===== src/rtl/define.vh =====
`ifndef DEFINE_VH
`define DEFINE_VH
`define INST_NOP 32'h03400000
`define PC_RESET 32'h1c000000
`endif


===== src/rtl/fetch_queue_pkg.sv =====
// Shared widths for the fetch queue slice.
package fetch_queue_pkg;
  localparam int INST_W = 32;
  localparam int PC_W   = 32;
  localparam int PC_STEP = 4;
endpackage


===== src/rtl/fq_pack.sv =====
// Compacts masked-in fetch slots into contiguous lanes with their PCs; purely combinational.
module fq_pack
  import fetch_queue_pkg::*;
#(
  parameter int IN_W   = 2,
  parameter int LANE_W = $clog2(IN_W + 1)
) (
  input  logic [IN_W-1:0]        mask,
  input  logic [IN_W*INST_W-1:0] inst,
  input  logic [PC_W-1:0]        pc,
  output logic [IN_W*INST_W-1:0] lane_inst,
  output logic [IN_W*PC_W-1:0]   lane_pc,
  output logic [LANE_W-1:0]      lane_cnt
);

  always_comb begin
    int k;
    k         = 0;
    lane_inst = '0;
    lane_pc   = '0;
    for (int i = 0; i < IN_W; i++) begin
      if (mask[i]) begin
        lane_inst[k*INST_W +: INST_W] = inst[i*INST_W +: INST_W];
        lane_pc[k*PC_W +: PC_W]       = pc + PC_W'(PC_STEP * i);
        k = k + 1;
      end
    end
    lane_cnt = LANE_W'(k);
  end

endmodule


===== src/rtl/fetch_queue.sv =====
// Circular instruction queue: compacted pushes from tail, up to OUT_W head entries shown; 1-cycle push-to-valid.
// in_ready needs room for a full IN_W packet from the current count; over-pops are clamped.
`include "define.vh"
module fetch_queue
  import fetch_queue_pkg::*;
#(
  parameter int DEPTH  = 8,
  parameter int IN_W   = 2,
  parameter int OUT_W  = 2,
  parameter int META_W = 42
) (
  input  logic                          clk,
  input  logic                          rstn,
  input  logic                          flush,
  input  logic                          in_valid,
  output logic                          in_ready,
  input  logic [IN_W-1:0]               in_mask,
  input  logic [IN_W*INST_W-1:0]        in_inst,
  input  logic [PC_W-1:0]               in_pc,
  input  logic [META_W-1:0]             in_meta,
  output logic [OUT_W-1:0]              out_valid,
  output logic [OUT_W*INST_W-1:0]       out_inst,
  output logic [OUT_W*PC_W-1:0]         out_pc,
  output logic [OUT_W*META_W-1:0]       out_meta,
  input  logic [$clog2(OUT_W+1)-1:0]    pop_cnt,
  output logic [$clog2(DEPTH+1)-1:0]    count,
  output logic                          empty,
  output logic                          full
);

  localparam int PTR_W  = $clog2(DEPTH);
  localparam int CNT_W  = $clog2(DEPTH + 1);
  localparam int POP_W  = $clog2(OUT_W + 1);
  localparam int LANE_W = $clog2(IN_W + 1);
  localparam int ENT_W  = PC_W + INST_W + META_W;

  logic [ENT_W-1:0]       mem [DEPTH];
  logic [PTR_W-1:0]       head;
  logic [PTR_W-1:0]       tail;
  logic [IN_W*INST_W-1:0] lane_inst;
  logic [IN_W*PC_W-1:0]   lane_pc;
  logic [LANE_W-1:0]      lane_cnt;
  logic [LANE_W-1:0]      push_n;
  logic [POP_W-1:0]       avail;
  logic [POP_W-1:0]       pop_n;
  logic                   push;

  fq_pack #(.IN_W(IN_W), .LANE_W(LANE_W)) u_pack (
    .mask      (in_mask),
    .inst      (in_inst),
    .pc        (in_pc),
    .lane_inst (lane_inst),
    .lane_pc   (lane_pc),
    .lane_cnt  (lane_cnt)
  );

  assign in_ready = (CNT_W'(DEPTH) - count) >= CNT_W'(IN_W);
  assign push     = in_valid && in_ready && !flush;
  assign push_n   = push ? lane_cnt : '0;
  assign empty    = (count == '0);
  assign full     = (count == CNT_W'(DEPTH));

  // Consumers may only take what is shown; anything more is trimmed here.
  assign avail = (count >= CNT_W'(OUT_W)) ? POP_W'(OUT_W) : POP_W'(count);
  assign pop_n = (pop_cnt > avail) ? avail : pop_cnt;

  always_ff @(posedge clk) begin
    if (!rstn) begin
      head  <= '0;
      tail  <= '0;
      count <= '0;
    end else if (flush) begin
      head  <= '0;
      tail  <= '0;
      count <= '0;
    end else begin
      head  <= head + PTR_W'(pop_n);
      tail  <= tail + PTR_W'(push_n);
      count <= count + CNT_W'(push_n) - CNT_W'(pop_n);
    end
  end

  // Storage carries no reset; only entries covered by count are ever observed.
  always_ff @(posedge clk) begin
    if (rstn && push) begin
      for (int i = 0; i < IN_W; i++) begin
        if (i < int'(lane_cnt))
          mem[tail + PTR_W'(i)] <= {lane_pc[i*PC_W +: PC_W], lane_inst[i*INST_W +: INST_W], in_meta};
      end
    end
  end

  always_comb begin
    out_valid = '0;
    out_inst  = '0;
    out_pc    = '0;
    out_meta  = '0;
    for (int i = 0; i < OUT_W; i++) begin
      if (count > CNT_W'(i)) begin
        out_valid[i]                = 1'b1;
        out_pc[i*PC_W +: PC_W]       = mem[head + PTR_W'(i)][ENT_W-1 -: PC_W];
        out_inst[i*INST_W +: INST_W] = mem[head + PTR_W'(i)][META_W +: INST_W];
        out_meta[i*META_W +: META_W] = mem[head + PTR_W'(i)][META_W-1:0];
      end else begin
        out_pc[i*PC_W +: PC_W]       = `PC_RESET;
        out_inst[i*INST_W +: INST_W] = `INST_NOP;
      end
    end
  end

  always_ff @(posedge clk) begin
    if (rstn && !flush)
      assert (pop_cnt <= avail);
  end

endmodule


===== config.mk =====
export PLATFORM = sky130hd
export DESIGN_NAME = fetch_queue
export DESIGN_NICKNAME = d
export VERILOG_FILES = /design/src/rtl/fetch_queue_pkg.sv /design/src/rtl/fq_pack.sv /design/src/rtl/fetch_queue.sv
export VERILOG_INCLUDE_DIRS = /design/src /design/src/rtl
export SDC_FILE = /design/constraint.sdc
export NUM_CORES = 2
export LEC_CHECK = 0
export ABC_CLOCK_PERIOD_IN_PS = 11530
export CORE_MARGIN = 4
export CORE_UTILIZATION = 31
export DETAILED_ROUTE_END_ITERATION = 6
export MAX_ROUTING_LAYER = met4
export PLACE_DENSITY = 0.56
export SYNTH_ARGS = -nofsm -noshare
export SYNTH_HDL_FRONTEND = slang
export SYNTH_SLANG_ARGS = --single-unit

===== constraint.sdc =====
create_clock -name clk -period 11.53 [get_ports clk]
set_input_delay 2.306 -clock clk [delete_from_list [all_inputs] [get_ports clk]]
set_output_delay 2.306 -clock clk [all_outputs]
set_load 0.01 [all_outputs]

Yosys cells after proc, flatten, opt, wreduce, memory -nomap -nowiden
Memories as Yosys holds them, arrays and structs flattened. A register that Yosys moved wholly into a read port is not among the register bits.
Index checks and enable logic that the tools add are counted.
Word-level totals
  bits in registers: 10
  bits in writable memories: 848
  input bits: 146
  word-level logic and storage cells: 58
  memories kept: 1
Memory list
  mem: depth 8, width 106, read ports 2, clocked after Yosys merged registers in 1, write ports 2, line fetch_queue.sv:37  | logic [ENT_W-1:0] mem [DEPTH];
Cells by class
  add/subtract/negate cells: 10
  order comparisons: 7
  eq/ne operators: 1
  shift-type cells: 3
  muxes and demuxes: 26
  bitwise logic cells: 1
  reduce and logical (&&, ||, !) cells: 6
Operators with widths (count)
  $mux 32: 6
  $bwmux 64: 2
  $mux 64: 2
  $shiftx 32x33->64: 2
  $mux 42: 2
  $shift 32x33->64 const A: 1
  $neg 6->33: 1
  $add 32x3->32 const B: 1
  $mux 1: 9
  $ge 4x2->1 const B: 2
  $gt 4x1->1 const B: 2
  $mux 2: 4
  $add 3x1->3 const B: 2
  $add 3x2->3: 2
  $add 4x2->4: 1
  $eq 4x4->1 const B: 1
  $logic_not 4->1: 1
  $lt 1x2->1 const A: 2
  $sub 4x2->4: 1
  $sub 4x4->4 const A: 1
  $logic_and 1x1->1: 3
  $mux 3: 1
  $add 1x1->2 const B: 1
  $gt 2x2->1: 1
  3 further kinds: 3

Longest topological paths before layout
  depth after elaboration: 7
  depth in mapped cells: 17
  mapped depth without buffers: 17

Cells and area by module
Synthesis repeated with hierarchy kept, for this count alone.
Second synthesis, totals
  cell total of the unflattened synthesis: 3006
  area, all modules: 48880.6 µm²
By module, submodules not included
  fetch_queue: times used 1, cells each 2647, area each 46692.3 µm²
  fq_pack: times used 1, cells each 359, area each 2188.3 µm²

Worst setup path before layout
No wires, ideal clock.
  path kind: input port to flip-flop
  from: input in_mask[0]
  to: memory mem[3][0] (netlist name) (enable)
  setup time: 0.572 ns
  arrival: 8.658 ns
  path slack: 2.300 ns
  cell stages on the path: 10
  buffers on the path: 5
  path through: clkbuf_1 > inv_1 > clkbuf_1 > buf_1 > clkbuf_1 > clkbuf_1 > ha_1 > nor4b_1 > a31oi_1 > nor2_1
RTL lines
  start: declaration: line fetch_queue.sv:17  | input logic [IN_W-1:0] in_mask,
  end: declaration: line fetch_queue.sv:37

==> impl_metrics.csv <==
group,metric,value,unit
run,cap_violations,0,
sta,rsz0062_at_grt,"false",
sta,finalSetupTns,0,ps
die,rows,146,
die,die_w,407,um
die,start_util,0.312,
die,core-area,158000,um^2
clock_network,cts-hold-fix-buffers,0,
drt,drt_iter0_markers,4900,
drt,wl,184000,um
clock_network,root_buffer,"clkbuf_16",
yosys,synth.distinct_cells,67,
clock_network,clockBufferDepth,3,
placed_design,post-dp-hpwl,108000,um
pwr,power,0.0115,W
yosys,ys_seq_area_frac,0.520,
sta,timing.final.crit_period,7600,ps
finish,final_common_cell,"edfxtp_1",
clock_network,cts_buffers,98,
sta,fmax,132,MHz
clock_network,clkSinkCount,858,
clock_network,ctsHtreeMaxLevel,3,
grt,gr-usage-met2,0.341,
setup_path,crit_fanout,65,
pwr,total_leakage_power,17.6,nW
finish,fill_cells,15000,
setup_path,path_class,"reg2out",
clock_network,cts_setup_buffers,0,
grt,top_usage_layer,"met2",
sta,slew_viol_final,0,
setup_path,cp.required,9220,ps
drt,final_antenna_net_count,0,
yosys,synth_fp_nets,4203,
drt,avgViaCountPerCell,5.99,
grt,grt_pass1_wl,260000,um
yosys,synth_edf_count,848,
placed_design,io_buffers,366,
sta,period_share,0.659,
clock_network,cts_tree,"done",
finish,syn_to_final_growth,17.5,%
die,die_area,166000,um^2
setup_path,max_stage_delay,890,ps
sta,relSlewSlack,0.201,
outcome,status,"completed",
die,ioPinCount,367,
placed_design,gp_congestion,0.851,
grt,grt_use_total,0.222,
yosys,synth_ff_type,"edfxtp_1",
yosys,yosysWarningCount,0,
sta,finalHoldViolCount,0,
setup_path,worstPathArrival,5290,ps
setup_path,worstPathCellList,"buf_4 -> buf_4 -> buf_4 -> mux4_2 -> mux2i_1 -> nor2_1 -> clkdlybuf4s50_1",
sta,worst_slew_pin_slew,1200,ps
sta,fin_skew,51.4,ps
yosys,synth_seq_cells,858,
yosys,syn_area,49400,um^2
grt,grtUsageMet3,0.0581,
sta,finalSetupViolations,0,
yosys,synthArstFlopShare,0,
yosys,avgSynthCellArea,12.2,um^2
drt,drc,0,
drt,first_pass_iters,6,
setup_path,crit_top_cell,"buf_4",
die,die_y,407,um
pwr,ir_worst_vdd,0.241,mV
sta,hold_slack,598,ps
finish,layout_common_cells,"848 x edfxtp_1, 529 x a21oi_1, 487 x nor2_1",
finish,drive_gt1_frac,0.163,
clock_network,clock_latency,710,ps
hold_path,hold_path.class,"reg2reg",
grt,grt_pass1_vias,36400,
grt,gr-usage-met1,0.286,
clock_network,clkSlewWorstSetupHoldPaths,60,ps
setup_path,reg2reg_slack,6210,ps
setup_path,crit_slowest_cell,"buf_4",
drt,vias,37900,
pwr,powerDensity,198,nW/um^2
grt,grt_start_max_net_pins,130,
setup_path,cp-start-kind,"flop",
grt,antenna_found_initial,39,
yosys,netlist_instances,4031,
grt,grt-ovfl-total,0,
drt,routedWlPerCell,29.0,um
clock_network,cts_resized,0,
finish,nets,4325,
setup_path,cp-end-kind,"output port",
## layer usage
layer,routed length (um),share of wire
met1,72700,0.40
met2,84000,0.46
met3,20800,0.11
met4,6310,0.034
met5,0,0
## flip-flops by register name, summed over array words and instances, names as in the netlist
register	flops
mem	848
count	4
tail	3
head	3
## kinds of logic (layout without fill, tap and decap cells)
| group | count (synthesis) | in the layout | share of synthesized area |
|---|---|---|---|
| simple gates | 1064 | 1064 | 0.0897 |
| mux | 536 | 536 | 0.216 |
| xor+xnor | 17 | 17 | 0.00302 |
| other cells | 0 | 37 | 0 |
| buf+inv | 438 | 638 | 0.0343 |
| fa+ha+maj | 26 | 26 | 0.00720 |
| flops | 858 | 858 | 0.520 |
| compound gates | 1092 | 1092 | 0.129 |
## stage by stage
| stage | cells | utilization | instance area, um^2 | setup slack (ps) |
|---|---|---|---|---|
| 3_5_place_dp | 6124 | 0.346 | 54800 | 4510 |
| 2_1_floorplan | 4031 | - | 49400 | 2300 |
| 5_1_grt | 6337 | 0.366 | 58000 | 3460 |
| 6_report | 6340 | 0.366 | 58000 | 3930 |
| 3_3_place_gp | 6124 | 0.346 | 54800 | 4620 |
| 4_1_cts | 6302 | 0.366 | 57900 | 3720 |
## critical path, delay by kind of cell (launching register included)
| kind | cells | cell delay [ps] |
|---|---|---|
| buffers and inverters | 4 | 2970 |
| DFF | 1 | 640 |
| muxes | 2 | 790 |
| and+or+nand+nor | 1 | 60 |
## where the power goes
group / leakage, nW / switching (W) / internal (W)
sequential: 7.75 / 0.0000582 / 0.00350
combinational: 8.35 / 0.00264 / 0.00219
clock: 1.51 / 0.00132 / 0.00175
total: 17.6 / 0.00402 / 0.00744
## layout make-up
class	instances	area, um^2	area share
timing repair buffer	437	4240	0.0731
tap	2072	2590	0.0447
inverter	23	96.3	0.00166
clock buffer	115	2580	0.0445
sequential	858	25700	0.443
clock inverter	63	504	0.00869
multi-input combinational	2735	22200	0.383
antenna	37	92.6	0.00160
## synth_stat cells, types with 9 or more instances
| library cell | number | area, um^2 |
|---|---|---|
| a21oi_1 | 529 | 2650 |
| mux2i_1 | 110 | 1100 |
| clkbuf_2 | 32 | 160 |
| inv_1 | 21 | 78.8 |
| nand3_1 | 65 | 325 |
| and2_1 | 26 | 163 |
| mux4_2 | 424 | 9550 |
| o22ai_1 | 321 | 2010 |
| a211oi_1 | 32 | 240 |
| a32o_1 | 16 | 160 |
| ha_1 | 22 | 275 |
| nand2_1 | 390 | 1460 |
| buf_1 | 100 | 375 |
| a31oi_1 | 24 | 150 |
| edfxtp_1 | 848 | 25500 |
| and3_1 | 10 | 62.6 |
| nor3_1 | 17 | 85.1 |
| nor2_1 | 496 | 1860 |
| o221ai_1 | 41 | 359 |
| dfxtp_1 | 10 | 200 |
| clkbuf_1 | 276 | 1040 |
| o21ai_0 | 73 | 365 |
| a22oi_1 | 9 | 67.6 |
| xnor2_1 | 10 | 87.6 |
## worst paths after layout
| path | startpoint | to | cells past startpoint |
|---|---|---|---|
| max reg2reg | count[0] | mem[7][4] | 8 |
| max | head[0] | out_meta[13] | 7 |
| min | tail[2] | tail[2] | 2 |
| min reg2reg | tail[2] | tail[2] | 2 |
Note: power is estimated with default switching activity, not from simulation.
